## config.mk

```make
export PLATFORM = sky130hd
export DESIGN_NAME = elevator_call_scheduler
export DESIGN_NICKNAME = d
export VERILOG_FILES = /design/src/rtl/elev_pkg.sv /design/src/rtl/elev_timer.sv /design/src/rtl/elevator_call_scheduler.sv
export SDC_FILE = /design/constraint.sdc
export NUM_CORES = 1
export LEC_CHECK = 0
export CAP_MARGIN = 0
export CORE_UTILIZATION = 56
export CTS_CLUSTER_SIZE = 20
export DETAILED_ROUTE_END_ITERATION = 8
export PLACE_DENSITY = 0.92
export RECOVER_POWER = 100
export SLEW_MARGIN = 20
export SYNTH_ARGS = -nofsm -noshare
export SYNTH_HDL_FRONTEND = slang
export SYNTH_SLANG_ARGS = --single-unit
```

## constraint.sdc

```tcl
create_clock -name clk -period 3.8 [get_ports clk]
set_clock_uncertainty 0.05 [all_clocks]
set_input_delay 0.95 -clock clk [delete_from_list [all_inputs] [get_ports clk]]
set_output_delay 0.95 -clock clk [all_outputs]
set_load 0.05 [all_outputs]
```

## src/rtl/elev_pkg.sv

```systemverilog
// Shared definitions for the elevator call scheduler: state encoding and default sizing.
package elev_pkg;

    typedef enum logic [1:0] {
        IDLE = 2'd0,
        UP   = 2'd1,
        DOWN = 2'd2,
        DOOR = 2'd3
    } state_t;

    localparam int N_FLOORS_DEF    = 8;
    localparam int FLOOR_W_DEF     = 3;
    localparam int MOVE_CYCLES_DEF = 8;
    localparam int DOOR_CYCLES_DEF = 16;

endpackage

```

## src/rtl/elev_timer.sv

```systemverilog
// Loadable down-counter that stops at zero; shared by the move and door intervals.
module elev_timer #(
    parameter int W = 4
) (
    input  logic         clk,
    input  logic         reset,
    input  logic         load,
    input  logic         en,
    input  logic [W-1:0] load_value,
    output logic [W-1:0] value,
    output logic         done
);

    // NOTE: sequential state uses non-blocking assignments so every flop samples pre-edge values.
    always_ff @(posedge clk or posedge reset) begin
        if (reset) begin
            value <= '0;
        end else if (load) begin
            value <= load_value;
        end else if (en && value != '0) begin
            value <= value - 1'b1;
        end
    end

    assign done = (value == '0);

endmodule

```

## src/rtl/elevator_call_scheduler.sv

```systemverilog
// SCAN elevator scheduler: latches calls, steps the floor counter, times the door.
// Optional EMERGENCY_STOP_EN adds estop_n, which freezes motion and timers while low.
module elevator_call_scheduler
    import elev_pkg::*;
#(
    parameter int N_FLOORS    = N_FLOORS_DEF,
    parameter int FLOOR_W     = FLOOR_W_DEF,
    parameter int MOVE_CYCLES = MOVE_CYCLES_DEF,
    parameter int DOOR_CYCLES = DOOR_CYCLES_DEF
) (
    input  logic                clk,
    input  logic                reset,
`ifdef EMERGENCY_STOP_EN
    input  logic                estop_n,
`endif
    input  logic [N_FLOORS-1:0] call_n,
    output logic                up_n,
    output logic                down_n,
    output logic                hold,
    output logic [FLOOR_W-1:0]  floor,
    output logic [N_FLOORS-1:0] pending,
    output logic                door_open,
    output logic                dir_up,
    output logic                top_alarm
);

    localparam int TMAX    = (MOVE_CYCLES > DOOR_CYCLES) ? MOVE_CYCLES : DOOR_CYCLES;
    localparam int TIMER_W = $clog2(TMAX);
    localparam logic [TIMER_W-1:0] MOVE_LOAD = TIMER_W'(MOVE_CYCLES - 1);
    localparam logic [TIMER_W-1:0] DOOR_LOAD = TIMER_W'(DOOR_CYCLES - 1);
    localparam logic [FLOOR_W-1:0] TOP       = FLOOR_W'(N_FLOORS - 1);

    state_t               state, state_d;
    logic [FLOOR_W-1:0]   floor_d, floor_up, floor_dn;
    logic [N_FLOORS-1:0]  pending_d;
    logic                 dir_up_d;
    logic                 step, step_d;
    logic                 ahead_up, ahead_dn;
    logic                 run;
    logic                 t_load, t_done;
    logic [TIMER_W-1:0]   t_value, t_count;

`ifdef EMERGENCY_STOP_EN
    assign run = estop_n;
`else
    assign run = 1'b1;
`endif

    elev_timer #(.W(TIMER_W)) u_timer (
        .clk        (clk),
        .reset      (reset),
        .load       (t_load),
        .en         (run),
        .load_value (t_value),
        .value      (t_count),
        .done       (t_done)
    );

    assign floor_up = (floor == TOP)   ? floor : floor + 1'b1;
    assign floor_dn = (floor == '0)    ? floor : floor - 1'b1;

    always_comb begin
        ahead_up = 1'b0;
        ahead_dn = 1'b0;
        for (int i = 0; i < N_FLOORS; i++) begin
            if (i > int'(floor)) ahead_up = ahead_up | pending[i];
            if (i < int'(floor)) ahead_dn = ahead_dn | pending[i];
        end
    end

    // NOTE: every always_comb output gets a default first so no path can infer a latch.
    always_comb begin
        state_d   = state;
        floor_d   = floor;
        dir_up_d  = dir_up;
        step_d    = 1'b0;
        pending_d = pending | ~call_n;
        t_load    = 1'b0;
        t_value   = MOVE_LOAD;
        if (run) begin
            unique case (state)
                IDLE: begin
                    if (pending[floor]) begin
                        state_d            = DOOR;
                        pending_d[floor]   = 1'b0;
                        t_load             = 1'b1;
                        t_value            = DOOR_LOAD;
                    end else if (ahead_up && (dir_up || !ahead_dn)) begin
                        state_d  = UP;
                        dir_up_d = 1'b1;
                        step_d   = 1'b1;
                        t_load   = 1'b1;
                    end else if (ahead_dn) begin
                        state_d  = DOWN;
                        dir_up_d = 1'b0;
                        step_d   = 1'b1;
                        t_load   = 1'b1;
                    end
                end
                UP: begin
                    if (t_done) begin
                        floor_d = floor_up;
                        if (pending[floor_up]) begin
                            state_d             = DOOR;
                            pending_d[floor_up] = 1'b0;
                            t_load              = 1'b1;
                            t_value             = DOOR_LOAD;
                        end else if (ahead_up && floor_up != TOP) begin
                            step_d = 1'b1;
                            t_load = 1'b1;
                        end else begin
                            state_d = IDLE;
                        end
                    end
                end
                DOWN: begin
                    if (t_done) begin
                        floor_d = floor_dn;
                        if (pending[floor_dn]) begin
                            state_d             = DOOR;
                            pending_d[floor_dn] = 1'b0;
                            t_load              = 1'b1;
                            t_value             = DOOR_LOAD;
                        end else if (ahead_dn && floor_dn != '0) begin
                            step_d = 1'b1;
                            t_load = 1'b1;
                        end else begin
                            state_d = IDLE;
                        end
                    end
                end
                DOOR: begin
                    // A repeat call at this floor keeps the door open for a fresh interval.
                    pending_d[floor] = 1'b0;
                    if (!call_n[floor]) begin
                        t_load  = 1'b1;
                        t_value = DOOR_LOAD;
                    end else if (t_done) begin
                        state_d = IDLE;
                    end
                end
            endcase
        end
    end

    // The step flag always clears, so a pulse swallowed by an emergency stop is not re-issued.
    always_ff @(posedge clk or posedge reset) begin
        if (reset) begin
            state   <= IDLE;
            floor   <= '0;
            pending <= '0;
            dir_up  <= 1'b1;
            step    <= 1'b0;
        end else begin
            state   <= state_d;
            floor   <= floor_d;
            pending <= pending_d;
            dir_up  <= dir_up_d;
            step    <= step_d;
        end
    end

    assign up_n      = !(run && state == UP   && step);
    assign down_n    = !(run && state == DOWN && step);
    assign hold      = !(run && (state == UP || state == DOWN));
    assign door_open = run && state == DOOR;
    assign top_alarm = (floor == TOP);

endmodule

```

==> results by group <==
Status
  • Status: finished, final reports clean

STA
  • Fin. Hold Viols: 0
  • Slew @ Worst Pin: 0.8091 ns
  • Final Slew Violations: 0
  • Final period util: 0.8817
  • Hold_ws: ~0.48 ns
  • Slew HR: 0.4573
  • Post-Route Setup TNS: 0 ns
  • Fin crit period: 3.351 ns
  • Unrepaired setup endpoints after global routing: false
  • Max Freq: just under 0.3 GHz
  • Finish-stage setup viols: 0
  • Final WS setup: around 0.45 ns

Clock tree
  • Setup repair bufs after CTS: 0
  • Longest Clk Path Bufs: 2
  • Cts hold-fix bufs: 0
  • CTS Buf Count: 3
  • CTS H-tree depth: 1
  • CTS tree: done
  • Clk slew on worst S/H paths: roughly 0.090 ns
  • Worst-skew pair later-pin latency: 0.28 ns
  • Clock Tree Root: clkbuf_8
  • Cts repair resizes: 0
  • Clock sink count: 19

Yosys
  • Most common flop cell mapped by yosys: dfrtp_1
  • Synthesis-stage register bit count: 19
  • Synth async-reset ratio: 1.000
  • Mapped Cells: 273
  • Post-synthesis sequential area ratio: 0.2198
  • Syn Area/Cell: 7.943 um^2
  • Post-Syn Area: 2168 um^2
  • Syn_nets: 294
  • Distinct cells, synth: 68
  • Synth warnings: 0
  • Post-synth EDFFs: 0

Drt
  • Detailed-route via count: ~2400
  • Routed len/inst: 20.61 um
  • DR pass1 iterations: 6
  • Post-route ant nets: 0
  • 1st-iter DRT viols: 276
  • DRC: 0
  • DR vias/cell: 6.942
  • Routed wire length: 7.047 mm

Place
  • Dpl hpwl: about 5.0 mm
  • Placed Cells: ~340
  • Port Buffers: 26
  • Placement Cell Area: 2460 um^2
  • Gpl congestion: 0.9900
  • Pre-CTS setup slack: 0.7067 ns

Power
  • Worst vdd ir: 0.5870 mV
  • Leak Pwr: 0.001010 uW
  • Pwr/cell area: 857.9 nW/um^2

Setup path
  • CP arrival: 3.43 ns
  • Cells along the critical path: clkbuf_1, nand2_2, inv_1, o2111a_1, a311o_1, a211oi_1, nand2_1, a222oi_1, a222oi_1
  • Slowest-stage cell, CP: dfrtp_1
  • Crit-path most repeated cell: a222oi_1
  • CP Data Required Time: 3.88 ns
  • Critical setup path kind: flop to flop
  • Max incr delay on CP: 0.67 ns
  • CP endpoint kind: flop
  • Crit-path max FO: 19
  • CP Launch Type: flop

Floorplanning
  • Boundary Pins: 27
  • Die width: 64.23 um
  • Row cnt: 22
  • Die area: 4125 um^2
  • Initial core utilization: 0.5879
  • Core box area: 3689 um^2
  • Die Span Y: 64.23 um

Global routing
  • Total GRT Usage: 0.3637
  • Largest net degree at the start of global routing: 21
  • Initial antenna violation count: 0
  • Total grt overflow: 0
  • First-pass GRT wire length: about 11 mm
  • Vias in the first global route: between 2000 and 2500

Final layout
  • FF+latch area: 476.7 um^2
  • Finished Layout Cells: 342
  • Most frequent cells in the layout: nor2_1 (28), nand2_1 (27), inv_1 (20)
  • Design area: 2492 um^2
  • Nets@finish: 316
  • Share of layout cells above drive strength 1: 0.1156
  • P&R area growth vs syn: 14.95%
  • Footprint of the multi-input gates: 1501 um^2
  • Fillers: 332
  • Most common cell after layout, fill and taps aside: nor2_1
  • ANT cells: 0

Worst hold path
  • Worst hold-check path type: flop to flop

Run
  • Max_cap viols: 0
[Yosys cell counts, types with 3 or more instances]
cell type | count | area (um^2)
nor2_1 | 28 | 105.1
nand2_1 | 27 | 101.4
inv_1 | 20 | 75.07
o21ai_0 | 19 | 95.09
dfrtp_1 | 18 | 450.4
a21oi_1 | 12 | 60.06
ha_1 | 11 | 137.6
clkbuf_1 | 9 | 33.78
o22ai_1 | 8 | 50.05
a221oi_1 | 6 | 52.55
buf_2 | 6 | 30.03
mux2i_1 | 6 | 60.06
a31oi_1 | 5 | 31.28
nand2b_1 | 5 | 31.28
nand3_1 | 5 | 25.02
nor3_1 | 5 | 25.02
a222oi_1 | 4 | 40.04
mux4_2 | 4 | 90.09
or3_1 | 4 | 25.02
and2_1 | 3 | 18.77
and3_1 | 3 | 18.77
mux2_2 | 3 | 33.78
nor2b_1 | 3 | 18.77
xnor2_1 | 3 | 26.28
[logic make-up after synthesis]
group                      after synthesis  share of synthesized area
adders and majority gates               11                    0.06347
DFF                                     19                     0.2199
and+or+nand+nor                         97                     0.2216
muxes                                   15                     0.1004
buffers and inverters                   40                    0.08309
AOI/OAI and AO/OA                       87                     0.2920
xor gates and xnor gates                 4                    0.01962
[cell type report]
class,count,share of cell area
Timing Repair Buffer,36,0.1320
Multi-Input combinational cell,214,0.6024
Tap cell,48,0.02410
Clock buffer,3,0.01657
Sequential cell,19,0.1913
Clock inverter,1,0.002008
Inverter,21,0.03163
[layer usage]
metal,vias up,share of wire,global-route usage
li1,1054,-,-
met1,1107,0.40,0.4768
met2,183,0.46,0.5824
met3,30,0.10,0.06250
met4,0,0.033,0.1639
met5,-,0,0
[flip-flops by register name (all words and copies together) (netlist names)]
signal	count
dir_up	1
step	1
state	2
floor	3
pending	8
u_timer.value	4
[where the power goes]
part,internal (uW),leakage [uW],switching (uW)
clock,73.6,0.0000255,87.0
sequential,285,0.000218,149
combinational,588,0.000767,957
[per-stage QoR]
stage | util | power, uW
2_1_floorplan | - | 1537
5_1_grt | 0.6757 | 2254
6_report | 0.6757 | 2138
3_3_place_gp | 0.6669 | 1954
4_1_cts | 0.6794 | 2128
3_5_place_dp | 0.6669 | 1963
[critical path, delay by kind of cell, from the launching register on]
family          cells  cell delay (ns)
compound gates      5             1.64
buf+inv             2             0.49
flops               1             0.67
simple gates        2             0.36
[final timing paths]
kind	end	from	slack (ns)	depth (start not counted)
hold reg to reg	dir_up	dir_up	0.48	2
setup reg to reg	pending[4]	floor[2]	0.45	9
min in group asynchronous	pending[2]	reset	1.20	2
hold / removal	dir_up	dir_up	0.48	2
setup / recovery	pending[4]	floor[2]	0.45	9
max in group asynchronous	state[1]	reset	2.02	2
Note: power is estimated with default switching activity, not from simulation.
